File: src/rtl/mem_seq_pkg.sv
// Shared types and lane helpers for the memory sequencer.
package mem_seq_pkg;

  typedef enum logic [3:0] {
    StIdle,
    StFetchReq,
    StFetchWait,
    StDataReq,
    StDataWait,
    StIssue,
    StExec,
    StWbCheck,
    StWbWait
  } state_e;

  // Upper bound on MEM_W; lane helpers work on words zero-extended to this width.
  localparam int unsigned LaneMaxW = 1024;

  localparam logic [31:0] DefLoadMask  = 32'h0100_0040;
  localparam logic [31:0] DefStoreMask = 32'h0001_8040;

  function automatic logic [LaneMaxW-1:0] lane_mask(input int unsigned data_w);
    return {LaneMaxW{1'b1}} >> (LaneMaxW - data_w);
  endfunction

  // Extract lane `lane` of width data_w, right-aligned.
  function automatic logic [LaneMaxW-1:0] lane_sel(input logic [LaneMaxW-1:0] word,
                                                   input int unsigned data_w,
                                                   input int unsigned lane);
    return (word >> (lane * data_w)) & lane_mask(data_w);
  endfunction

  // Replace lane `lane` of word with lane_data.
  function automatic logic [LaneMaxW-1:0] lane_merge(input logic [LaneMaxW-1:0] word,
                                                     input logic [LaneMaxW-1:0] lane_data,
                                                     input int unsigned data_w,
                                                     input int unsigned lane);
    logic [LaneMaxW-1:0] m;
    m = lane_mask(data_w) << (lane * data_w);
    return (word & ~m) | ((lane_data & lane_mask(data_w)) << (lane * data_w));
  endfunction

endpackage

File: src/rtl/mem_seq_linebuf.sv
// One-word data line buffer: word, tag, valid, lane read mux and lane merge.
module mem_seq_linebuf
  import mem_seq_pkg::*;
#(
  parameter int unsigned MEM_W  = 32,
  parameter int unsigned DATA_W = 16,
  parameter int unsigned MEM_AW = 15
) (
  input  logic              clk,
  input  logic              rst,
  input  logic              fill,
  input  logic [MEM_W-1:0]  fill_data,
  input  logic [MEM_AW-1:0] fill_tag,
  input  logic              inval,
  input  logic [MEM_AW-1:0] addr,
  input  logic [31:0]       lane,
  input  logic [DATA_W-1:0] wdata,
  output logic              hit,
  output logic [DATA_W-1:0] rd_lane,
  output logic [MEM_W-1:0]  merged
);

  logic [MEM_W-1:0]  data_q;
  logic [MEM_AW-1:0] tag_q;
  logic              valid_q;

  // Buffer state; invalidation wins over a same-cycle fill.
  always_ff @(posedge clk or posedge rst) begin
    if (rst) begin
      data_q  <= '0;
      tag_q   <= '0;
      valid_q <= 1'b0;
    end else if (inval) begin
      valid_q <= 1'b0;
    end else if (fill) begin
      data_q  <= fill_data;
      tag_q   <= fill_tag;
      valid_q <= 1'b1;
    end
  end

  // Hit detect, lane read and write-back merge.
  always_comb begin
    hit     = valid_q && (tag_q == addr);
    rd_lane = DATA_W'(lane_sel(LaneMaxW'(data_q), DATA_W, lane));
    merged  = MEM_W'(lane_merge(LaneMaxW'(data_q), LaneMaxW'(wdata), DATA_W, lane));
  end

endmodule

File: src/rtl/mem_sequencer.sv
// Shared-port sequencer: instruction fetch, optional data read, lane
// presentation to the core and read-modify-write of the lane back to memory.
module mem_sequencer
  import mem_seq_pkg::*;
#(
  parameter int unsigned MEM_W   = 32,
  parameter int unsigned DATA_W  = 16,
  parameter int unsigned INSTR_W = 25,
  parameter int unsigned MEM_AW  = 15,
  parameter int unsigned OPC_LSB = 20,
  parameter int unsigned OPC_W   = 5,
  parameter logic [(1<<OPC_W)-1:0] LOAD_MASK  = DefLoadMask,
  parameter logic [(1<<OPC_W)-1:0] STORE_MASK = DefStoreMask,
  parameter int unsigned TIMEOUT = 255,
  localparam int unsigned LANES     = MEM_W / DATA_W,
  localparam int unsigned LOG_LANES = $clog2(LANES),
  localparam int unsigned DADDR_W   = MEM_AW + LOG_LANES
) (
  input  logic               clk,
  input  logic               rst,
  output logic [MEM_AW-1:0]  mem_addr,
  output logic [MEM_W-1:0]   mem_wdata,
  output logic               mem_we,
  output logic               mem_rstart,
  input  logic [MEM_W-1:0]   mem_rdata,
  input  logic               mem_rrdy,
  input  logic               mem_wrdy,
  input  logic [MEM_AW-1:0]  pc,
  output logic [INSTR_W-1:0] instr,
  input  logic [DADDR_W-1:0] d_addr,
  input  logic [DATA_W-1:0]  d_wdata,
  input  logic               d_we,
  output logic [DATA_W-1:0]  d_rdata,
  output logic               cpu_stall,
  output logic               cpu_step,
  output logic               err
);

  localparam int unsigned CntW = (TIMEOUT > 1) ? $clog2(TIMEOUT) : 1;

  state_e               state_q, state_d;
  logic [INSTR_W-1:0]   ibuf_q, ibuf_d;
  logic [INSTR_W-1:0]   instr_q, instr_d;
  logic [DATA_W-1:0]    d_rdata_q, d_rdata_d;
  logic                 err_q, err_d;
  logic [CntW-1:0]      cnt_q, cnt_d;

  logic [MEM_AW-1:0]    word_addr;
  logic [31:0]          lane;
  logic [OPC_W-1:0]     fetch_opc, instr_opc;
  logic                 in_wait, timeout_hit;

  logic                 buf_fill, buf_inval, buf_hit;
  logic [MEM_W-1:0]     buf_fill_data, buf_merged;
  logic [DATA_W-1:0]    buf_lane;

  // Address split, opcode fields and wait-timeout detect.
  always_comb begin
    word_addr   = MEM_AW'(d_addr >> LOG_LANES);
    lane        = 32'(d_addr & DADDR_W'(LANES - 1));
    fetch_opc   = mem_rdata[OPC_LSB +: OPC_W];
    instr_opc   = instr_q[OPC_LSB +: OPC_W];
    in_wait     = (state_q == StFetchWait) || (state_q == StDataWait) || (state_q == StWbWait);
    timeout_hit = (TIMEOUT != 0) && in_wait && (cnt_q == CntW'(TIMEOUT - 1));
    // Counter restarts at zero whenever a wait state is entered.
    cnt_d       = in_wait ? cnt_q + 1'b1 : '0;
  end

  mem_seq_linebuf #(
    .MEM_W  (MEM_W),
    .DATA_W (DATA_W),
    .MEM_AW (MEM_AW)
  ) u_linebuf (
    .clk       (clk),
    .rst       (rst),
    .fill      (buf_fill),
    .fill_data (buf_fill_data),
    .fill_tag  (word_addr),
    .inval     (buf_inval),
    .addr      (word_addr),
    .lane      (lane),
    .wdata     (d_wdata),
    .hit       (buf_hit),
    .rd_lane   (buf_lane),
    .merged    (buf_merged)
  );

  // State and datapath registers.
  always_ff @(posedge clk or posedge rst) begin
    if (rst) begin
      state_q   <= StIdle;
      ibuf_q    <= '0;
      instr_q   <= '0;
      d_rdata_q <= '0;
      err_q     <= 1'b0;
      cnt_q     <= '0;
    end else begin
      state_q   <= state_d;
      ibuf_q    <= ibuf_d;
      instr_q   <= instr_d;
      d_rdata_q <= d_rdata_d;
      err_q     <= err_d;
      cnt_q     <= cnt_d;
    end
  end

  // Next-state logic and memory/core strobes.
  always_comb begin
    state_d       = state_q;
    ibuf_d        = ibuf_q;
    instr_d       = instr_q;
    d_rdata_d     = d_rdata_q;
    err_d         = 1'b0;
    mem_addr      = '0;
    mem_wdata     = '0;
    mem_we        = 1'b0;
    mem_rstart    = 1'b0;
    cpu_stall     = 1'b1;
    cpu_step      = 1'b0;
    buf_fill      = 1'b0;
    buf_fill_data = mem_rdata;
    buf_inval     = 1'b0;

    unique case (state_q)
      StIdle: state_d = StFetchReq;
      StFetchReq: begin
        mem_addr   = pc;
        mem_rstart = 1'b1;
        state_d    = StFetchWait;
      end
      StFetchWait: begin
        if (mem_rrdy) begin
          ibuf_d  = mem_rdata[INSTR_W-1:0];
          state_d = LOAD_MASK[fetch_opc] ? StDataReq : StIssue;
        end else if (timeout_hit) begin
          err_d     = 1'b1;
          buf_inval = 1'b1;
          state_d   = StIdle;
        end
      end
      StDataReq: begin
        if (buf_hit) begin
          state_d = StIssue;
        end else begin
          mem_addr   = word_addr;
          mem_rstart = 1'b1;
          state_d    = StDataWait;
        end
      end
      StDataWait: begin
        if (mem_rrdy) begin
          buf_fill = 1'b1;
          state_d  = StIssue;
        end else if (timeout_hit) begin
          err_d     = 1'b1;
          buf_inval = 1'b1;
          state_d   = StIdle;
        end
      end
      StIssue: begin
        instr_d   = ibuf_q;
        cpu_stall = 1'b0;
        state_d   = StExec;
      end
      StExec: begin
        cpu_stall = 1'b0;
        cpu_step  = 1'b1;
        d_rdata_d = buf_lane;
        state_d   = StWbCheck;
      end
      StWbCheck: begin
        cpu_stall = 1'b0;
        cpu_step  = 1'b1;
        if (STORE_MASK[instr_opc]) begin
          state_d = d_we ? StWbWait : StFetchReq;
        end else begin
          state_d = StIdle;
        end
      end
      StWbWait: begin
        mem_addr  = word_addr;
        mem_we    = 1'b1;
        mem_wdata = buf_merged;
        if (mem_wrdy) begin
          buf_fill      = 1'b1;
          buf_fill_data = buf_merged;
          state_d       = StFetchReq;
        end else if (timeout_hit) begin
          err_d     = 1'b1;
          buf_inval = 1'b1;
          state_d   = StIdle;
        end
      end
      default: state_d = StIdle;
    endcase
  end

  assign instr   = instr_q;
  assign d_rdata = d_rdata_q;
  assign err     = err_q;

endmodule

File: config.mk
export PLATFORM = sky130hd
export DESIGN_NAME = mem_sequencer
export DESIGN_NICKNAME = d
export VERILOG_FILES = /design/src/rtl/mem_seq_pkg.sv /design/src/rtl/mem_seq_linebuf.sv /design/src/rtl/mem_sequencer.sv
export SDC_FILE = /design/constraint.sdc
export NUM_CORES = 1
export LEC_CHECK = 0
export ABC_AREA = 1
export BUFFER_PORTS_ARGS = -buffer_cell sky130_fd_sc_hd__buf_4
export CORE_MARGIN = 10
export CORE_UTILIZATION = 45
export DETAILED_ROUTE_END_ITERATION = 8
export GPL_ROUTABILITY_DRIVEN = 0
export GPL_TIMING_DRIVEN = 0
export PLACE_DENSITY = 0.74
export SYNTH_ARGS = -nofsm -noshare
export SYNTH_HDL_FRONTEND = slang
export SYNTH_SLANG_ARGS = --single-unit
File: constraint.sdc
create_clock -name clk -period 4.5 [get_ports clk]
set_input_delay 0 -clock clk [delete_from_list [all_inputs] [get_ports clk]]
set_output_delay 0 -clock clk [all_outputs]
set_load 0.005 [all_outputs]
After elaboration in Yosys (flattened, before gate mapping)
Memory sizes are Yosys's and may differ from the RTL's. Index checks and enable logic that the tools add are counted.

Output and inout port bits: 93. Bits in read-only memories: 64. Bits of input ports: 84. Register bits: 127. Memories kept: 2.

Memories: (no name shown) (depth 32, bits a word 1, read ports 1, clocked after memory_dff 0, write ports 0, line mem_sequencer.sv:174) `if (STORE_MASK[instr_opc]) begin`; (no name shown) (depth 32, bits a word 1, read ports 1, clocked after memory_dff 0, write ports 0, line mem_sequencer.sv:134) `state_d = LOAD_MASK[fetch_opc] ? StDataReq : StIssue;`.

Shift-type cells: 3. Equality and inequality tests: 10. Add/sub/neg operators: 1. Bitwise gates (word level): 4. Magnitude comparators: 2. Reductions and logical operators: 11. Multiplexer cells: 31.

Operators with widths (number): $mux 32 (3); $pmux 15 s3 (1); $pmux 4 s9 (1); $and 32x32->32 (1); $not 32->32 (1); $or 32x32->32 (1); $shl 16x5->32 (1); $shl 16x5->32 const A (1); $shr 32x5->16 (1); $mux 4 (6); $eq 4x3->1 const B (4); $eq 15x15->1 (1); $mux 15 (1); $mux 1 (14); $lt 5x6->1 const B (2); $add 8x1->8 const B (1); $eq 4x2->1 const B (2); $eq 8x8->1 const B (1); $mux 8 (1); $pmux 1 s2 (3); $eq 4x1->1 const B (1); $eq 4x4->1 const B (1); $logic_not 4->1 (1); $reduce_and 2->1 (2); 7 further kinds (10).

Longest topological paths before layout
Gate-level depths: netlist of the first run.

Word-level depth: 9. Gate-level depth with buffers: 12.

By module
From an unflattened synthesis of the first run, not the netlist that was laid out.

Cells, all modules: 839. Area, all modules: 7068.0 um2.

Modules (own cells, without submodules): mem_sequencer (sequential area each 1976.9 um2, area an instance 4220.3 um2, cells an instance 479, instances 1); mem_seq_linebuf (sequential area each 1201.2 um2, area an instance 2847.7 um2, cells an instance 360, instances 1).

Least setup slack after synthesis of the first run
Ideal clock, no wire load.

Path type: register to register. Start point: register state_q[2]. End point: register ibuf_q[10]. Arrival: 1.342 ns. Period minus slack after synthesis: 1.467 ns. Stages on the path, launching flop included: 9. Path slack: 3.033 ns. Path through: dfrtp_1 -> inv_1 -> nand2_1 -> inv_1 -> nand2_2 -> inv_2 -> nand2_4 -> buf_6 -> mux2_4.

Word-level cells in the longest chain between the ends: 2.

Ends and longest elaborated chain: start, declared (line mem_sequencer.sv:41) `state_e state_q, state_d;`; start signal, assigned (line mem_sequencer.sv:91) `state_q <= StIdle;`; start signal, assigned (line mem_sequencer.sv:98) `state_q <= state_d;`; $eq 4x2->1 (line mem_sequencer.sv:124) `unique case (state_q)`; $reduce_and 2->1 (no line); end signal, assigned (line mem_sequencer.sv:99) `ibuf_q <= ibuf_d;`; end, declared (line mem_sequencer.sv:42) `logic [INSTR_W-1:0] ibuf_q, ibuf_d;`.

Every way passes these cells. A chain may end at the register's enable or synchronous reset.

Final worst setup path of the first run
Start point: register u_linebuf.tag_q[12]. End point: output mem_addr[12].

Word-level cells in the longest chain between the ends: 4.

Ends and longest elaborated chain: start, declared (line mem_seq_linebuf.sv:24) `logic [MEM_AW-1:0] tag_q;`; start signal, assigned (line mem_seq_linebuf.sv:37) `tag_q <= fill_tag;`; $eq 15x15->1 (line mem_seq_linebuf.sv:44) `hit = valid_q && (tag_q == addr);`; $logic_and 1x1->1 (line mem_seq_linebuf.sv:44); $mux 15 (line mem_sequencer.sv:142) `if (buf_hit) begin`; $pmux 15 s3 (line mem_sequencer.sv:124); end, declared (line mem_sequencer.sv:21) `output logic [MEM_AW-1:0] mem_addr,`.

Every way passes these cells.

==> out/qor.csv, run 1 <==
stage,metric,value,unit
pwr,max-vdd-ir-drop,415,uV
routing,vias,6470,
floorplanning,io_pins,177,
critical_path,r2r_cells,7,
global_routing,grt_max_degree,83,
critical_path,worstPathMaxFanout,10,
synth,synth_cells,849,
floorplanning,die_area,20200,um2
synth,yosysSeqAreaShare,47.4,%
cells_and_area,seq_area,3180,um2
routing,drt-total-wl,21.5,mm
floorplanning,die_x,142,um
routing,drtIter0Drc,526,
global_routing,grtUsageTotal,21.1,%
critical_path,slowest_delay,0.35,ns
timing,drv_slew,0,
place,post-dp-hpwl,15.7,mm
global_routing,grt_overflow,0,
cells_and_area,fill_cells,1224,
timing,setup_viol,0,
synth,synth_cell_types,32,
clocking,clock-sinks,127,
pwr,p_int,0.00351,W
critical_path,cp-start-kind,register,
place,post-place-ws,2.75,ns
timing,max_slew.worst_pin.slew,0.629,ns
critical_path,crit_top_cell,nand2_1,
pwr,p_sw_share,34.7,%
cells_and_area,n_antenna_cell,0,
pwr,power.switching,0.00187,W
routing,remaining_drc_errors,0,
clocking,clockBufferDepth,2,
synth,syn-cell-area,6710,um2
floorplanning,rows,44,
pwr,leakagePower,4.98,nW
worst_hold_path,min_to,state_q[3]$_DFF_PP0_,
critical_path,cp_cell_sequence,inv_1 -> nand2_1 -> nand2_1 -> nor2_1 -> nand2_1 -> nor2_1 -> nand2_1 -> nand2_1 -> nand2_1 -> buf_2 -> nand2_1 -> nand2_1 -> buf_4,
clocking,post_cts_buffers,0,
cells_and_area,multiInputGateArea,2990,um2
cells_and_area,instances_no_fill,1291,
global_routing,antenna_found_initial,0,
place,dp_cells,1209,
synth,synth-seq-cells,127,
timing,holdWs,0.0246,ns
synth,syn_area_per_cell,7.90,um2
timing,timing.fmax,473,MHz
run_status,outcome,"complete, no violations",
floorplanning,fp.dieH,142,um
routing,routedWlPerCell,16.7,um
critical_path,reg2reg_from,state_q[2]$_DFF_PP0_,
pwr,power_frac_clock,25.4,%
timing,setup_slack,2.39,ns
cells_and_area,area.growth.synth_to_final,40.0,%
critical_path,cp.required,4.50,ns
job,max_cap_viol_count,0,
timing,relSlewSlack,58.1,%
clocking,clk_latency,0.42,ns
place,place_area,8280,um2
global_routing,grt_pass1_wl,34.0,mm
timing,rsz0062_at_grt,false,
critical_path,r2r-end,state_q[0]$_DFF_PP0_,
worst_hold_path,min_from,mem_wrdy,
pwr,p_seq_share,36.2,%
critical_path,slowest_stage,dfrtp_1,
clocking,clk_pin_slew_worst_paths,0.05,ns
worst_hold_path,hold_path.class,in2reg,
worst_hold_path,hold_path_depth,4,
clocking,h-tree-depth,4,
timing,min_period,2.11,ns
timing,fin_crit_sh,46.9,%
routing,postRouteAntennaNets,0,
critical_path,r2r_setup_slack,2.63,ns
floorplanning,core,14600,um2
routing,vias_per_cell,5.01,
global_routing,grt_pass1_vias,6460,
critical_path,path_class,reg2out,
place,port_buffers,175,
timing,clock_skew,0.00961,ns
cells_and_area,drive_gt1_share,25.9,%
synth,synth_nets,935,
cells_and_area,fin_nets,1181,
clocking,cts_tree,done,
floorplanning,initial_core_util,46.0,%
critical_path,end_kind,primary output,
synth,ys_warn_count,0,
cells_and_area,fin_util,64.3,%
cells_and_area,postLayoutCellArea,9390,um2
routing,drtPass1Iterations,6,
pwr,powerDensity,573,nW/um2
pwr,combPwrFrac,38.4,%
critical_path,crit_arrival,2.11,ns
clocking,clockRootBuffer,clkbuf_16,
clocking,cts_made_buffers,17,
timing,final-hold-violation-count,0,
-- cell usage in the layout, fill, tap and decap left out, drive strengths merged, types with 2 or more instances in the layout --
master	count
nor2	68
ha	2
clkbuf	28
o22ai	2
nor3	4
buf	209
o21ai	126
nand4	3
mux2i	16
inv	84
nand2	311
xor2	2
clkinvlp	4
a21oi	7
or2	3
bufinv	2
clkinv	3
mux2	38
nand3	14
dfrtp	127
dlygate4sd3	51
-- how the worst max path moves through the flow --
stage | end | start | cells after the start
2_1_floorplan | cnt_q[0]$_DFF_PP0_ | rst | 1
3_3_place_gp | u_linebuf.tag_q[6]$_DFFE_PP0P_ | rst | 2
3_5_place_dp | u_linebuf.tag_q[9]$_DFFE_PP0P_ | state_q[1]$_DFF_PP0_ | 8
4_1_cts | mem_addr[0] | state_q[2]$_DFF_PP0_ | 9
5_1_grt | mem_addr[0] | state_q[2]$_DFF_PP0_ | 9
6_report | mem_addr[12] | u_linebuf.tag_q[12]$_DFFE_PP0P_ | 13
-- power groups by stage --
stage / sequential, W / combinational (W) / clock (W)
3_3_place_gp: 0.00194 / 0.00198 / 0
3_5_place_dp: 0.00195 / 0.00201 / 0
5_1_grt: 0.00200 / 0.00231 / 0.00143
4_1_cts: 0.00194 / 0.00208 / 0.00138
2_1_floorplan: 0.00190 / 0.00125 / 0
6_report: 0.00195 / 0.00207 / 0.00137
-- routing by layer --
layer,vias to the layer above,routed length (um),GRT usage [%]
li1,3185,-,-
met3,25,1970,7.81
met5,-,0,0
met2,238,10200,34.2
met1,3022,9020,25.7
met4,0,285,5.92
-- metrics by stage --
stage / power, W / TNS (ns)
5_1_grt: 0.00575 / 0
6_report: 0.00538 / 0
2_1_floorplan: 0.00315 / 0
3_3_place_gp: 0.00392 / -62.01
4_1_cts: 0.00540 / 0
3_5_place_dp: 0.00396 / 0
-- cells in the mapped netlist --
cell type | number | share of area, %
a21oi_1 | 7 | 0.52
buf_1 | 7 | 0.39
buf_2 | 16 | 1.2
buf_4 | 6 | 0.67
buf_6 | 4 | 0.67
clkbuf_1 | 6 | 0.34
dfrtp_1 | 127 | 47
ha_1 | 2 | 0.37
inv_1 | 80 | 4.5
inv_2 | 4 | 0.22
mux2_1 | 1 | 0.17
mux2_2 | 23 | 3.9
mux2_4 | 14 | 3.1
mux2i_1 | 16 | 2.4
nand2_1 | 307 | 17
nand2_2 | 3 | 0.28
nand2_4 | 1 | 0.17
nand3_1 | 13 | 0.97
nand3_4 | 1 | 0.26
nand3b_1 | 1 | 0.11
nand4_1 | 3 | 0.28
nor2_1 | 63 | 3.5
nor2_2 | 1 | 0.093
nor2_4 | 4 | 0.67
nor3_1 | 4 | 0.30
o211ai_1 | 1 | 0.11
o21ai_0 | 93 | 6.9
o21ai_1 | 33 | 2.5
o22ai_1 | 2 | 0.19
o31ai_1 | 1 | 0.11
or2_2 | 3 | 0.28
xor2_1 | 2 | 0.26
-- flip-flops by register name, indices dropped and copies added, names as in the netlist --
signal	flops
u_linebuf.tag_q	15
instr	25
cnt_q	8
err	1
u_linebuf.data_q	32
u_linebuf.valid_q	1
d_rdata	16
state_q	4
ibuf_q	25
-- what timing repair did --
action / in CTS / in global routing
hold endpoints to repair: 121 / 0
hold buffers: 51 / 0
endpoints found under the setup margin: 0 / 0
gates resized for setup: 0 / 0
-- cells by family (layout without fill, tap and decap cells) --
family          count (synthesis)  in the layout  synth area share (%)
compound gates                137            137                  10.3
xor+xnor                        2              2                 0.261
fa+ha+maj                       2              2                 0.373
buf+inv                       123            381                  7.97
flops                         127            127                  47.4
mux                            54             54                  9.55
simple gates                  404            404                  24.1
-- final cells by class --
class	instances	area share [%]
Buffer	39	2.33
Clock buffer	22	5.16
Clock inverter	9	1.16
Inverter	84	3.41
Multi-Input combinational cell	599	31.9
Sequential cell	127	33.9
Tap cell	184	2.45
Timing Repair Buffer	227	19.7
-- critical path, delay by kind of cell, from the launching register on --
family,cells,cell delay (ns)
buf+inv,3,0.41
flops,1,0.35
simple gates,10,0.93
Note: power is estimated with default switching activity, not from simulation.
==> run 2, diff against run 1 <==
==> constraint.sdc (replaced) <==
create_clock -name clk -period 1.99 [get_ports clk]
set_input_delay 0 -clock clk [delete_from_list [all_inputs] [get_ports clk]]
set_output_delay 0 -clock clk [all_outputs]
set_load 0.005 [all_outputs]
==> run 2 against run 1 <==
Net effect:
- design area grew 1.0%
- clock skew shrank 0.00085 ns
- register-to-register slack lost 2.5 ns
- final cell count grew 0.54%
- global-route usage grew 0.47 points
- sequential power grew 130%
- die area is the same
- first-iteration DRC count shrank 4.8%
- critical endpoint is now mem_addr[3]
- largest cell class unchanged
- largest power group unchanged
==> out/qor.csv, run 2 (synthesis results as in run 1) <==
stage,metric,value,unit
run_status,outcome,"complete, no violations",
cells_and_area,top_register,u_linebuf.data_q,
timing,clock_skew,0.00876,ns
cells_and_area,largest_reg_flops,32,
floorplanning,die_x,142,um
routing,drtIter0Drc,501,
floorplanning,io_pins,177,
cells_and_area,area.growth.synth_to_final,41.4,%
critical_path,worstPathMaxFanout,6,
clocking,clockRootBuffer,clkbuf_16,
timing,relSlewSlack,46.5,%
critical_path,end_kind,primary output,
global_routing,antenna_found_initial,0,
timing,rsz0062_at_grt,true,
worst_hold_path,min_to,u_linebuf.data_q[25]$_DFFE_PP0P_,
global_routing,grt_pass1_vias,6702,
pwr,p_sw_share,35.4,%
routing,postRouteAntennaNets,0,
routing,drt-total-wl,22.3,mm
pwr,max-vdd-ir-drop,683,uV
place,port_buffers,175,
pwr,power,0.0123,W
clocking,cts_made_buffers,17,
timing,final-hold-violation-count,0,
floorplanning,die_area,20200,um2
worst_hold_path,hold_path.class,in2reg,
pwr,p_seq_share,36.4,%
critical_path,reg2reg_from,state_q[1]$_DFF_PP0_,
timing,min_period,1.93,ns
pwr,p_int,0.00793,W
floorplanning,fp.dieH,142,um
floorplanning,rows,44,
clocking,h-tree-depth,4,
cells_and_area,fin_util,65.0,%
job,max_cap_viol_count,0,
timing,drv_slew,0,
cells_and_area,fin_nets,1189,
place,dp_cells,1211,
clocking,cts_tree,done,
place,place_area,8310,um2
routing,drtPass1Iterations,7,
floorplanning,core,14600,um2
timing,timing.fmax,518,MHz
cells_and_area,final_cell_mix,"nand2_1 (295), buf_4 (186), dfrtp_1 (127), o21ai_0 (93), inv_1 (74)",
clocking,clock-sinks,127,
timing,max_slew.worst_pin.slew,0.801,ns
global_routing,grt_max_degree,36,
routing,remaining_drc_errors,0,
routing,vias_per_cell,5.09,
critical_path,r2r_cells,7,
clocking,clk_latency,0.41,ns
critical_path,path_class,reg2out,
clocking,clk_pin_slew_worst_paths,0.05,ns
worst_hold_path,hold_path_depth,5,
place,post-dp-hpwl,16.2,mm
routing,routedWlPerCell,17.2,um
timing,fin_crit_sh,97.1,%
worst_hold_path,min_from,d_wdata[9],
routing,vias,6610,
pwr,power.switching,0.00434,W
global_routing,grt_pass1_wl,34.9,mm
cells_and_area,layout_commonest_cell,nand2_1,
pwr,leakagePower,5.00,nW
cells_and_area,drive_gt1_share,28.2,%
critical_path,cp-start-kind,register,
cells_and_area,n_antenna_cell,0,
critical_path,crit_arrival,1.93,ns
cells_and_area,postLayoutCellArea,9480,um2
global_routing,grtUsageTotal,21.5,%
global_routing,grt_overflow,0,
pwr,combPwrFrac,39.4,%
critical_path,r2r_setup_slack,0.12,ns
clocking,clockBufferDepth,2,
critical_path,r2r-end,state_q[0]$_DFF_PP0_,
critical_path,cp.required,1.99,ns
pwr,powerDensity,1290,nW/um2
floorplanning,initial_core_util,46.0,%
timing,setup_viol,0,
pwr,power_frac_clock,24.2,%
cells_and_area,instances_no_fill,1298,
## run 2: cell types whose count changed in the layout (fill, tap and decap cells not counted), sizes merged
cell      previous run  this run
buf                209       216
bufinv               2         1
clkbuf              28        31
clkinv               3         2
clkinvlp             4         5
inv                 84        82
## run 2: worst max path at each step
| stage | start | endpoint | slack (ns) |
|---|---|---|---|
| after floorplan | rst | cnt_q[0]$_DFF_PP0_ | 0.42 |
| after global placement | rst | u_linebuf.tag_q[4]$_DFFE_PP0P_ | -0.48 |
| after detailed placement | state_q[1]$_DFF_PP0_ | u_linebuf.data_q[6]$_DFFE_PP0P_ | 0.23 |
| after CTS | u_linebuf.tag_q[0]$_DFFE_PP0P_ | mem_addr[11] | 0.003 |
| after global routing | u_linebuf.tag_q[3]$_DFFE_PP0P_ | mem_addr[10] | -0.05 |
| final | state_q[0]$_DFF_PP0_ | mem_addr[3] | 0.06 |
## run 2: critical path: stages (launching register included)
cell and delay [ns]:
dfrtp_1 0.48, nand2_1 0.16, nor2_1 0.24, nand2_2 0.12, nand2_4 0.12, buf_2 0.18, nand2_1 0.07, nand2_1 0.06
buf_4 0.10
## run 2: power by group through the flow
stage	Combinational, W	Sequential [W]	Clock (W)
after floorplan	0.00282	0.00431	0
after global placement	0.00445	0.00440	0
after detailed placement	0.00455	0.00444	0
after CTS	0.00469	0.00442	0.00299
after global routing	0.00539	0.00460	0.00310
final	0.00484	0.00446	0.00297
## run 2: cell type report
| cell class | instances | area (um2) |
|---|---|---|
| Timing Repair inverter | 1 | 7.51 |
| Buffer | 38 | 224 |
| Clock inverter | 5 | 55.1 |
| Tap cell | 184 | 230 |
| Clock buffer | 25 | 505 |
| Fill cell | 1230 | 5100 |
| Timing Repair Buffer | 235 | 1930 |
| Inverter | 84 | 323 |
| Sequential cell | 127 | 3180 |
| Multi-Input combinational cell | 599 | 3030 |
## run 2: per-stage QoR
step                hold WS [ns]  setup WS (ns)  TNS, ns
global placement           0.235         -0.482   -59.77
CTS                      0.00994        0.00306        0
global route              0.0283        -0.0540   -0.449
detailed placement         0.179          0.231        0
floorplan                 0.0908          0.423        0
finish                    0.0260         0.0578        0
## run 2: timing repair
action                                  in CTS  in global routing
gates cloned                                 0                  2
setup buffers                                0                  5
pin swaps                                    0                  8
endpoints found under the hold margin      107                  0
endpoints found under the setup margin      10                 31
resized for setup                            2                 25
hold buffers                                51                  0
## run 2: layer usage
metal	up-vias	track usage (%)	part of all wire (%)
li1	3200	-	-
met1	3078	26.2	41
met2	304	35.9	48
met3	28	7.58	9.8
met4	0	4.52	1.5
met5	-	0	0
